[src/rtl/stream_demux.sv]
// Packet-level stream demultiplexer: routes whole packets from one input stream
// to one of NCH output channels through a single output register stage.
module stream_demux #(
   parameter int NCH    = 4,
   parameter int DATA_W = 8,
   localparam int SEL_W = (NCH > 1) ? $clog2(NCH) : 1
) (
   input  logic              clk,
   input  logic              rst,
   input  logic              in_valid,
   output logic              in_ready,
   input  logic [DATA_W-1:0] in_data,
   input  logic              in_last,
   input  logic [SEL_W-1:0]  in_sel,
   output logic [NCH-1:0]    out_valid,
   input  logic [NCH-1:0]    out_ready,
   output logic [DATA_W-1:0] out_data,
   output logic              out_last,
   output logic [15:0]       drop_cnt
);

   typedef enum logic [1:0] {
      IDLE = 2'd0,
      BUSY = 2'd1,
      DROP = 2'd2
   } state_t;

   localparam logic [SEL_W:0] NCH_L = (SEL_W + 1)'(NCH);

   state_t              state;
   state_t              state_nxt;
   logic [SEL_W-1:0]    lock_ch;
   logic                buf_valid;
   logic [DATA_W-1:0]   buf_data;
   logic [SEL_W-1:0]    buf_ch;
   logic                buf_last;

   logic                sel_bad;
   logic                drain;
   logic                accept;
   logic                route_acc;
   logic                drop_acc;
   logic [SEL_W-1:0]    route_ch;

   // Handshake: a beat transfers on a clk edge where valid && ready are both 1;
   // valid never waits on ready, and a buffered beat is held until taken.
   always_comb begin
      sel_bad   = 1'b0;
      drain     = 1'b0;
      in_ready  = 1'b0;
      accept    = 1'b0;
      route_acc = 1'b0;
      drop_acc  = 1'b0;
      route_ch  = lock_ch;
      state_nxt = state;

      sel_bad = ({1'b0, in_sel} >= NCH_L);
      for (int i = 0; i < NCH; i++) begin
         if (buf_ch == SEL_W'(i)) drain = buf_valid && out_ready[i];
      end

      // Discarded beats never touch the buffer, so they need no backpressure.
      if (state == DROP || (state == IDLE && sel_bad)) in_ready = 1'b1;
      else                                            in_ready = !buf_valid || drain;

      accept = in_valid && in_ready && !rst;

      case (state)
         IDLE: begin
            route_ch = in_sel;
            if (accept) begin
               if (sel_bad) begin
                  drop_acc  = 1'b1;
                  state_nxt = in_last ? IDLE : DROP;
               end else begin
                  route_acc = 1'b1;
                  state_nxt = in_last ? IDLE : BUSY;
               end
            end
         end
         BUSY: begin
            if (accept) begin
               route_acc = 1'b1;
               if (in_last) state_nxt = IDLE;
            end
         end
         DROP: begin
            if (accept && in_last) state_nxt = IDLE;
         end
         default: state_nxt = IDLE;
      endcase
   end

   always_ff @(posedge clk) begin
      if (rst) begin
         state     <= IDLE;
         lock_ch   <= '0;
         buf_valid <= 1'b0;
         buf_data  <= '0;
         buf_ch    <= '0;
         buf_last  <= 1'b0;
         drop_cnt  <= '0;
      end else begin
         state <= state_nxt;
         if (route_acc && state == IDLE) lock_ch <= in_sel;
         if (route_acc) begin
            buf_valid <= 1'b1;
            buf_data  <= in_data;
            buf_ch    <= route_ch;
            buf_last  <= in_last;
         end else if (drain) begin
            buf_valid <= 1'b0;
         end
         if (drop_acc && drop_cnt != 16'hFFFF) drop_cnt <= drop_cnt + 16'd1;
      end
   end

   always_comb begin
      out_valid = '0;
      for (int i = 0; i < NCH; i++) begin
         out_valid[i] = buf_valid && (buf_ch == SEL_W'(i));
      end
   end

   assign out_data = buf_data;
   assign out_last = buf_last;

endmodule

[config.mk]
export PLATFORM = sky130hd
export DESIGN_NAME = stream_demux
export DESIGN_NICKNAME = d
export VERILOG_FILES = /design/src/rtl/stream_demux.sv
export SDC_FILE = /design/constraint.sdc
export NUM_CORES = 1
export LEC_CHECK = 0
export CORE_MARGIN = 2
export CORE_UTILIZATION = 35
export CTS_CLUSTER_DIAMETER = 80
export DETAILED_ROUTE_END_ITERATION = 7
export GPL_TIMING_DRIVEN = 0
export PLACE_DENSITY = 0.74
export RECOVER_POWER = 25
export SYNTH_ARGS = -nofsm -noshare
export SYNTH_HDL_FRONTEND = slang
export SYNTH_SLANG_ARGS = --single-unit
[constraint.sdc]
create_clock -name clk -period 1.4 [get_ports clk]
set_input_delay 0.21 -clock clk [delete_from_list [all_inputs] [get_ports clk]]
set_output_delay 0.21 -clock clk [all_outputs]
set_load 0.02 [all_outputs]
**After elaboration in Yosys (flattened, before gate mapping)**

Index checks and enable logic that the tools add are counted.

- $add $sub $neg: 0
- Multiply operators: 0
- Div/mod/pow operators: 0
- Order comparisons: 0
- Eq/ne operators: 9
- Shift-type cells: 0
- Multiplexer cells: 16
- Bitwise logic cells: 0
- Reduce and logical (&&, ||, !) cells: 20

Operators by type and width:

| cell | number |
|---|---|
| 1-bit logical AND | 12 |
| 1-bit two-way mux | 10 |
| 2-bit two-way mux | 5 |
| 2-bit equality test (second input constant) | 3 |
| 2-bit != test (second input constant) | 3 |
| 2-bit case mux with 3 select lines | 1 |
| 2-bit by 1-bit equality test with 1-bit output (second input constant) | 2 |
| 2-bit logical NOT | 2 |
| 4-bit AND reduction | 1 |
| 1-bit logical NOT | 2 |
| 2-bit by 1-bit != test with 1-bit output (second input constant) | 1 |
| 2-bit nonzero test | 1 |
| 2-bit OR reduction | 1 |
| 1-bit logical OR | 1 |

- Register bits: 16
- Bits in latches: 0
- Memory bits (writable): 0
- Bits in read-only memories: 0
- Input bits: 18
- Output and inout port bits: 30
- Word-level logic and storage cells: 51
- Memories kept: 0

**Longest topological paths before layout**

Gate-level depths: netlist (run 1).

- Word-level depth: 12
- Depth in mapped cells: 4
- Depth with buffers taken out: 3

**Worst setup path after synthesis (run 1)**

OpenSTA, ideal clock, no wires.

- Path kind: register to register
- Start: register buf_ch[0]
- End: register state[0]
- Library setup time: 0.121 ns
- Data arrival time: 1.319 ns
- Data required time: 1.279 ns
- Slack: -0.040 ns
- Stages on the path, launching flop included: 5
- Clock period less this slack: 1.440 ns
- Cell sequence: dfxtp_1 -> mux2i_1 -> a221oi_2 -> buf_6 -> mux2_4

- Cells in the longest elaborated chain, start to end: 12

Ends and longest elaborated chain:

| what | RTL line | RTL |
|---|---|---|
| start, declared | 35 | `logic [SEL_W-1:0] buf_ch;` |
| start signal, assigned | 109 | `buf_ch <= route_ch;` |
| 2-bit logical NOT | 59 | `if (buf_ch == SEL_W'(i)) drain = buf_valid && out_ready[i];` |
| 1-bit two-way mux (3 in series) | 59 |  |
| 1-bit two-way mux (*) | 59 |  |
| 1-bit logical OR (*) | 64 | `else in_ready = !buf_valid \|\| drain;` |
| 1-bit two-way mux (*) | 63 | `if (state == DROP \|\| (state == IDLE && sel_bad)) in_ready = 1'b1;` |
| 1-bit logical AND (*) (2 in series) | 66 | `accept = in_valid && in_ready && !rst;` |
| 1-bit logical AND | 88 | `if (accept && in_last) state_nxt = IDLE;` |
| 2-bit by 1-bit != test with 1-bit output (no source line) | -- |  |
| 4-bit AND reduction (no source line) (*) | -- |  |
| end signal, assigned | 104 | `state <= state_nxt;` |
| end, declared | 30 | `state_t state;` |

Mark *: on every way between the ends. The rest lies on a longest branch, timed or not.
A chain may end at the register's enable or synchronous reset.

**Worst setup path in the final report (run 1)**

- Start: register buf_ch[0]
- End: output port in_ready

- Cells in the longest elaborated chain, start to end: 7

Ends and longest elaborated chain:

| what | RTL line | RTL |
|---|---|---|
| 2-bit logical NOT | 59 |  |
| 1-bit two-way mux (3 in series) | 59 |  |
| 1-bit two-way mux (*) | 59 |  |
| 1-bit logical OR (*) | 64 |  |
| 1-bit two-way mux (*) | 63 |  |
| end, declared | 11 | `output logic in_ready,` |

Marks and branches as above.

==> results of run 1 <==
==> flip-flops by register name (all words and copies together) (netlist names) <==
| name | count |
|---|---|
| buf_ch | 2 |
| lock_ch | 2 |
| out_data | 8 |
| state | 1 |
| out_last | 1 |
| buf_valid | 1 |
==> routing by layer <==
metal	vias to the layer above	track usage, %	routed length [um]
met5	-	0	0
met4	0	5.00	12
met3	2	4.92	167
met2	29	25.4	982
met1	334	15.3	748
li1	388	-	-
==> worst reg2reg max path: stages, from the launching register on <==
cell      delay [ns]
dfxtp_4         0.38
mux2i_4         0.21
a221oi_2        0.27
buf_6           0.17
mux2_4          0.30
==> layout make-up <==
cell class,instances,area [um2]
plain buffers,20,143
flip-flops and latches,15,307
repair buffers,34,325
clock buffers,4,26.3
multi-input cells,74,556
fillers,243,1060
inverters,1,3.75
well taps,30,37.5
==> repair_timing <==
action | 4_1_cts | 5_1_grt
gates resized for setup | 37 | 9
setup buffers | 4 | 0
pin swaps | 2 | 0
endpoints found under the setup margin | 18 | 17
==> final timing paths <==
check | end | from | slack, ns | cells after the start
worst max-delay path | in_ready | buf_ch[0] | -0.05 | 3
worst min-delay path | out_data[3] | rst | 0.46 | 3
worst max register to register | state[0] | buf_ch[0] | -0.04 | 4
worst min register to register | out_data[5] | out_data[5] | 0.48 | 2
==> logic make-up (layout without fill, tap and decap cells) <==
group / Yosys count / after routing / share of synthesized area [%]
compound gates: 5 / 5 / 5.15
other cells: 1 / 16 / 0.417
buf+inv: 21 / 59 / 16.3
mux: 18 / 18 / 20.9
simple gates: 35 / 35 / 23.8
flops: 15 / 15 / 33.4
==> stage by stage <==
step	utilization (%)	hold slack, ns	cells
global route	56.9	0.469	178
CTS	56.2	0.455	178
finish	56.9	0.456	178
detailed placement	52.9	0.471	170
global placement	52.9	0.460	170
floorplan	-	0.365	110
==> cell usage in the layout, fill, tap and decap left out, types with 2 or more instances in the layout <==
master,count
and2b_1,2
buf_4,19
buf_6,4
clkbuf_1,4
clkbuf_4,3
clkdlybuf4s50_1,16
conb_1,16
dfxtp_1,12
dfxtp_2,2
dlygate4sd2_1,9
mux2_4,3
mux2i_1,13
mux2i_4,2
nand2b_1,23
nor2_1,3
nor2b_1,3
==> where the power goes <==
part           total [mW]  internal (mW)  leakage (nW)  switching, mW
Clock               0.242          0.110        0.0150          0.131
Sequential          0.485          0.460         0.125         0.0254
Combinational       0.364          0.199         0.535          0.165
==> results.md, run 1 <==
* Mapped Cells at 95
* Area after DPL at ~1300 um2
* Critical Path, Cell by Cell: mux2i_4, a22oi_2, buf_6
* Layout cells sized above 1 at approximately 28%
* DP Worst Slack at -0.520 ns
* Setup violations, final at 4
* CP Launch Type: flip-flop
* Top delay family on crit path: flip-flops
* Post-synthesis sequential area ratio at between 30% and 40%
* Initial DRC Count at 7
* WL/cell at ~11 um
* # IOs at 48
* Fmax at 0.690 GHz
* Port Buffer Count at 30
* PD cells at 780 nW/um2
* Status: finished, violations left
* Synth top cells by count: nand2b_1, buf_4, dfxtp_1, mux2i_1, nor2b_1
* Final Hold Fails at 0
* CTS tree: done
* Detailed Routing Iterations Pass 1 at 4
* Crit path arrival time at around 1.2 ns
* Clk_skew at ~0.0032 ns
* Die footprint at approximately 3000 um2
* Final wirelength at ~1.9 mm
* FF+latch count, synth at 15
* Crit. End Element: output pin
* Clock slew at the register clock pins of the worst setup and hold paths at ~0.080 ns
* Yosys cell types at 20
* Cell Area, Synth at 898 um2
* Max-Slew Margin vs Limit at 65.2%
* Slew Viols, Final at 0
* CTS root buffer: clkbuf_4
* Ranking of synthesized cells by area: dfxtp_1, mux2i_1, nand2b_1
* Post-layout minimum cycle time at 1.45 ns
* CP max stage cell: dfxtp_4
* Max cap viols at 0
* Rows at 18
* Final worst setup slack at -0.0499 ns
* CP max FO at 5
* Critical path class: reg -> out
* Final instance area at 1400 um2
* Worst IR Drop VDD at between 0.5 and 0.6 mV
* Pin count of the biggest net entering global routing at 11
* Antenna viol nets, final at 0
* Total congestion overflow at 0
* Vias at between 700 and 800
* Initial antenna violation count at 0
* First-pass GRT wire length at 2.97 mm
* Clock Sinks at 15
* Antenna cells at 0
* Crit-path max cell delay at 0.41 ns
* HPWL Detailed at about 1.5 mm
* Syn Area/Cell at roughly 9.5 um2
* Least-Margin Pin Slew at roughly 0.52 ns
* Unrepaired setup endpoints after global routing: yes
* Area grow syn2layout at 55.6%
* Required @ worst endpoint at ~1.2 ns
* Initial Util at roughly 37%
* # H-tree levels at 1
* Failing checks: setup timing
* Core area at 2450 um2
* CTS Buf Count at 3
* Area share of the largest cell type after synthesis at roughly a third
* Placer Congestion at about 0.73
* Number of global-route vias before repair at just over 700
* P_leak at 0.675 nW
* Async SR Flop Fraction at 0%
* DIE HEIGHT at 54.7 um
* TNS Setup at -0.105 ns
* Gr usage total at between 10% and 20%
* # hold bufs at CTS at 0
* EDFF count, synth at 0
* Skew-Pair Late Insertion Delay at around 0.27 ns
* Cell taking the most area after synthesis: dfxtp_1
* Tot Pwr at approximately 1.1 mW
* Main flop type after synthesis: dfxtp_1
* Die Wd at ~55 um
* Drt drc at 0
* Vias per cell at 4.23
* Final net count at ~170
* Hold Path Class: in -> reg
* Tcrit/Tclk final at 104%
* Max Buffers Root-to-Sink at 2
* Top-count cell post-synth: nand2b_1
* WP buf/inv at 1
* Yosys warns at 0
No activity file was read; power rests on OpenSTA's default activity.
==> run 2, diff against run 1 <==
--- a/config.mk
+++ b/config.mk
@@ -5,7 +5,7 @@
 export SDC_FILE = /design/constraint.sdc
 export NUM_CORES = 1
 export LEC_CHECK = 0
-export CORE_MARGIN = 2
+export CORE_MARGIN = 5
 export CORE_UTILIZATION = 35
 export CTS_CLUSTER_DIAMETER = 80
 export DETAILED_ROUTE_END_ITERATION = 7
==> run 2 against run 1 <==
Effect of this change:
- the run still ends with setup timing left
- clock skew increased by 0.0073 ns
- cell area up 2.2%
- count of clock-buffer cells in the layout shrank 1
- die area increased by 23%
- flip-flop and latch count is the same
- critical endpoint unchanged
- sequential share of layout area down 0.48 points
- global-route usage decreased by 3.1 points
- maximum frequency down 1.8%
- utilization up 0.75 points
- total power is 2.0% higher
==> results.md, run 2 (same netlist as run 1, synthesis figures left out) <==
* Fill count at between 200 and 250
* Skew-Pair Late Insertion Delay at 0.28 ns
* Commonest non-fill, non-tap cell in the layout: buf_4
* CP max FO at 4
* Crit path arrival time at 1.27 ns
* Final cell count without fillers at 183
* # hold bufs at CTS at 0
* M1 wire length at 874 um
* Clk_skew at between 0.01 and 0.015 ns
* Total congestion overflow at 0
* # H-tree levels at 1
* Core area at ~2500 um2
* Max reg flops at 8
* WL met3 at 215 um
* Die footprint at 3680 um2
* Placed insts at between 150 and 200
* Worst IR Drop VDD at 0.500 mV
* Vias per cell at approximately 4.3
* Final worst setup slack at -0.0758 ns
* Drt drc at 0
* Switching Fraction at 30.3%
* Critical path class: reg -> out
* Internal Pwr Total at 0.775 mW
* WL met2 at slightly below 1 mm
* Slew Viols, Final at 0
* P_leak at 0.698 nW
* Layout cells sized above 1 at ~31%
* Setup violations, final at 7
* Crit-path max cell delay at approximately 0.4 ns
* Final core occ at roughly 58%
* Initial antenna violation count at 0
* FF/Latch Area at 307 um2
* CP max stage cell: dfxtp_4
* Fmax at 0.678 GHz
* Tot Pwr at roughly 1.1 mW
* Number of global-route vias before repair at just under 800
* CP Launch Type: flip-flop
* Post-layout minimum cycle time at between 1 and 1.5 ns
* Max Buffers Root-to-Sink at 2
* Hold Path Class: in -> reg
* Final net count at between 150 and 200
* Antenna cells at 0
* Initial DRC Count at 7
* Top Layer Used: met3
* Status: finished, violations left
* CTS Buf Count at 3
* CTS tree: done
* DIE HEIGHT at approximately 60 um
* Final wirelength at 2.07 mm
* Clock Power Share at between 20 and 25%
* Critical Path, Cell by Cell: mux2i_4, a22oi_2, buf_4
* Initial Util at between 30% and 40%
* Tcrit/Tclk final at 105%
* WP buf/inv at 1
* Area grow syn2layout at 59.1%
* DP Worst Slack at -0.502 ns
* CTS root buffer: clkbuf_4
* Unrepaired setup endpoints after global routing: yes
* Placer Congestion at 0.676
* Failing checks: setup timing
* HPWL Detailed at around 1.6 mm
* Clock slew at the register clock pins of the worst setup and hold paths at around 0.1 ns
* Rows at 18
* Vias at between 700 and 800
* # IOs at 48
* Detailed Routing Iterations Pass 1 at 4
* Sw Pwr at 0.337 mW
* Gr usage total at 11.1%
* Clock Sinks at 15
* Port Buffer Count at 30
* Crit. End Element: output pin
* Sequential share of power at between 40% and 50%
* PD cells at between 700 and 800 nW/um2
* Required @ worst endpoint at roughly 1.2 ns
* Pin count of the biggest net entering global routing at 11
* Comb pwr share at about 34%
* Max cap viols at 0
* Final Hold Fails at 0
* WL/cell at between 10 and 15 um
* Commonest non-fill, non-tap cells in the layout: buf_4, nand2b_1, conb_1, clkdlybuf4s50_1, mux2i_1
* First-pass GRT wire length at 3.11 mm
* Antenna viol nets, final at 0
* Die Wd at 60.7 um
* Top delay family on crit path: flip-flops
* Multi-input logic area at 556 um2
run 2: changes by cell type in the layout (fill, tap and decap cells not counted), sizes merged:
cell    previous run  this run
clkinv             0         1
clkbuf             8         7
buf               25        30
run 2: final cells by class:
type	count	area share, %
multi-input combinational	74	38.9
timing repair buffer	39	24.9
sequential	15	21.5
buffer	20	9.98
tap	30	2.63
clock buffer	3	1.58
clock inverter	1	0.350
inverter	1	0.263
run 2: power by group through the flow:
| stage | clock [mW] | combinational, mW | sequential (mW) |
|---|---|---|---|
| finish | 0.249 | 0.378 | 0.484 |
| global route | 0.281 | 0.405 | 0.489 |
| CTS | 0.261 | 0.371 | 0.485 |
| detailed placement | 0 | 0.334 | 0.492 |
| global placement | 0 | 0.330 | 0.490 |
| floorplan | 0 | 0.194 | 0.510 |
run 2: layer usage:
layer	track usage [%]	up-vias
met5	0	-
met4	2.79	0
met3	2.55	0
met2	19.1	40
met1	13.9	343
li1	-	396
run 2: final timing paths:
| path | from | to | slack [ns] | cells past startpoint |
|---|---|---|---|---|
| worst min register to register | out_last | out_last | 0.47 | 2 |
| worst max-delay path | buf_ch[0] | in_ready | -0.08 | 3 |
| worst min-delay path | rst | buf_ch[1] | 0.42 | 3 |
| worst max register to register | buf_ch[0] | state[0] | -0.05 | 4 |
run 2: tightest hold or removal path, delay by kind of cell:
family        cells  cell delay (ns)
buf+inv           1             0.18
mux               1             0.14
simple gates      1             0.15
run 2: metrics by stage:
stage	cell area [um2]	hold slack [ns]	setup TNS (ns)
after detailed placement	1300	0.465	-3.78
after floorplan	960	0.365	0
after global placement	1300	0.458	-3.46
after CTS	1420	0.401	-0.210
after global routing	1430	0.443	-1.17
final	1430	0.421	-0.182
run 2: repair_timing:
action                                  4_1_cts  5_1_grt
buffers inserted                              8        1
pin swaps                                     2        1
gates resized for setup                      40        4
endpoints found under the setup margin       17       18
==> run 3, diff against run 2 <==
==> config.mk (replaced) <==
export PLATFORM = sky130hd
export DESIGN_NAME = stream_demux
export DESIGN_NICKNAME = d
export VERILOG_FILES = /design/src/rtl/stream_demux.sv
export SDC_FILE = /design/constraint.sdc
export NUM_CORES = 1
export LEC_CHECK = 0
export CORE_UTILIZATION = 38
export CTS_CLUSTER_DIAMETER = 80
export DETAILED_ROUTE_END_ITERATION = 7
export GPL_TIMING_DRIVEN = 0
export PLACE_DENSITY = 0.76
export RECOVER_POWER = 25
export SLEW_MARGIN = 20
export SYNTH_ARGS = -nofsm -noshare
export SYNTH_HDL_FRONTEND = slang
export SYNTH_SLANG_ARGS = --single-unit
==> constraint.sdc (replaced) <==
create_clock -name clk -period 1.55 [get_ports clk]
set_input_delay 0.2325 -clock clk [delete_from_list [all_inputs] [get_ports clk]]
set_output_delay 0.2325 -clock clk [all_outputs]
set_load 0.02 [all_outputs]
==> run 3 against run 2 <==
Effect of this change:
- the run now ends clean
- total power is 10% lower
- sequential power is 9.7% lower
- hold slack got worse by 0.0024 ns
- clock skew fell by 0.0060 ns
- register-to-register slack better by 0.11 ns
- via count down 3.9%
- first-iteration DRC count fell by 43%
- flip-flop and latch count stayed put
- worst setup slack improved by 0.093 ns
- cell area fell by 3.6%
- largest power group unchanged
==> results.md, run 3 (same netlist as run 1, synthesis figures left out) <==
* Antenna viol nets, final at 0
* Unrepaired setup endpoints after global routing: yes
* Number of global-route vias before repair at between 700 and 800
* DP Worst Slack at -0.414 ns
* Layout cells sized above 1 at roughly a quarter
* Clk_skew at about 0.0045 ns
* Initial DRC Count at 4
* Critical Path, Cell by Cell: mux2i_4, a22oi_2, buf_4
* Top delay family on crit path: flip-flops
* Status: finished clean
* WL met2 at around 970 um
* Max cap viols at 0
* Fmax at about 0.65 GHz
* Tcrit/Tclk final at between 90% and 100%
* Area after DPL at between 1000 and 1500 um2
* Reg2reg setup slack at roughly 0.06 ns
* Skew-Pair Late Insertion Delay at around 0.3 ns
* Tot Pwr at 1.00 mW
* Commonest non-fill, non-tap cell in the layout: clkdlybuf4s50_1
* Vias per cell at approximately 4.2
* Area grow syn2layout at 53.3%
* WL met3 at approximately 160 um
* Cells on Worst Hold Path at 3
* Rows at 17
* HPWL Detailed at 1.41 mm
* Final net count at ~170
* P_leak at around 0.64 nW
* Critical path class: reg -> out
* # H-tree levels at 1
* Crit. End Element: output pin
* CTS root buffer: clkbuf_4
* Total congestion overflow at 0
* Final Hold Fails at 0
* # IOs at 48
* CP Launch Type: flip-flop
* Die Wd at between 50 and 60 um
* Critical R2R Capture: out_data[3]
* CP max FO at 7
* FF/Latch Area at approximately 300 um2
* M1 wire length at approximately 770 um
* Max Buffers Root-to-Sink at 2
* Slew Viols, Final at 0
* Pin count of the biggest net entering global routing at 11
* DIE HEIGHT at between 50 and 60 um
* Least-Margin Pin Slew at approximately 0.56 ns
* Final instance area at about 1400 um2
* Max-Slew Margin vs Limit at between 60% and 70%
* Placed insts at approximately 170
* Placer Congestion at about 0.73
* WL/cell at ~11 um
* Crit path arrival time at roughly 1.3 ns
* FF-to-FF Start: buf_ch[0]
* Initial antenna violation count at 0
* Multi-input logic area at 548 um2
* Clock slew at the register clock pins of the worst setup and hold paths at 0.10 ns
* PD cells at 726 nW/um2
* Final cell count without fillers at 177
* Antenna cells at 0
* Core area at roughly 2200 um2
* CP max stage cell: dfxtp_4
* Clock Sinks at 15
* Vias at between 700 and 800
* Max reg flops at 8
* Setup violations, final at 0
* Crit-path max cell delay at 0.42 ns
* Die footprint at 2560 um2
* TNS Setup at 0 ns
* CTS Buf Count at 3
* Detailed Routing Iterations Pass 1 at 3
* Final worst setup slack at 0.0173 ns
* WP buf/inv at 1
* Drt drc at 0
* Post-layout minimum cycle time at approximately 1.5 ns
* Final wirelength at around 1.9 mm
* Required @ worst endpoint at 1.32 ns
* Worst Reg-to-Reg Cells at 5
* Hold Startpoint: rst
* Hold Path Sink: out_data[1]
* Fill count at ~210
* Gr usage total at roughly 17%
* Port Buffer Count at 30
* Worst IR Drop VDD at roughly 0.5 mV
* Top Layer Used: met4
* CTS tree: done
* Commonest non-fill, non-tap cells in the layout: clkdlybuf4s50_1, nand2b_1, buf_4
* First-pass GRT wire length at around 3.1 mm
* Initial Util at about 41%
* Hold Path Class: in -> reg
## run 3: final cells by class
cell class / instances / area share (%)
plain buffers: 20 / 10.4
clock buffers: 3 / 1.63
clock inverters: 1 / 0.363
inverters: 1 / 0.272
multi-input cells: 74 / 39.8
flip-flops and latches: 15 / 22.1
well taps: 28 / 2.54
repair buffers: 35 / 23.0
## run 3: worst max-delay path by stage
stage               slack (ns)  cells after the start       end          from
finish                    0.02                      3  in_ready     buf_ch[0]
global route             -0.04                      3  in_ready     buf_ch[0]
global placement         -0.39                      4  in_ready  out_ready[1]
floorplan                 0.11                      4  state[0]     buf_ch[0]
CTS                     -0.008                      3  in_ready     buf_ch[0]
detailed placement       -0.41                      4  in_ready  out_ready[1]
## run 3: tightest hold or removal path, delay by kind of cell
family	cells	cell delay [ns]
and+or+nand+nor	1	0.18
buffers and inverters	1	0.17
muxes	1	0.10
## run 3: power breakdown
group          switching, mW  total (mW)  internal (mW)
clock                  0.142       0.238         0.0962
sequential            0.0232       0.437          0.414
combinational          0.147       0.325          0.178
total                  0.312        1.00          0.689
## run 3: timing repair
item                       CTS  global route
setup endpoints to repair    7             5
hold buffers                 0             0
resized for setup           21             5
setup buffers                0             5
hold endpoints to repair     0             0
pin swaps                    0             1
## run 3: metal layers
layer | vias to the layer above | GRT usage [%]
met4 | 0 | 8.33
met3 | 3 | 5.45
met5 | - | 0
met2 | 34 | 29.8
met1 | 326 | 17.1
li1 | 386 | -
## run 3: metrics by stage
step	util [%]	hold slack (ns)
CTS	61.1	0.437
floorplan	-	0.388
global route	62.3	0.472
global placement	58.3	0.458
finish	62.3	0.418
detailed placement	58.3	0.463
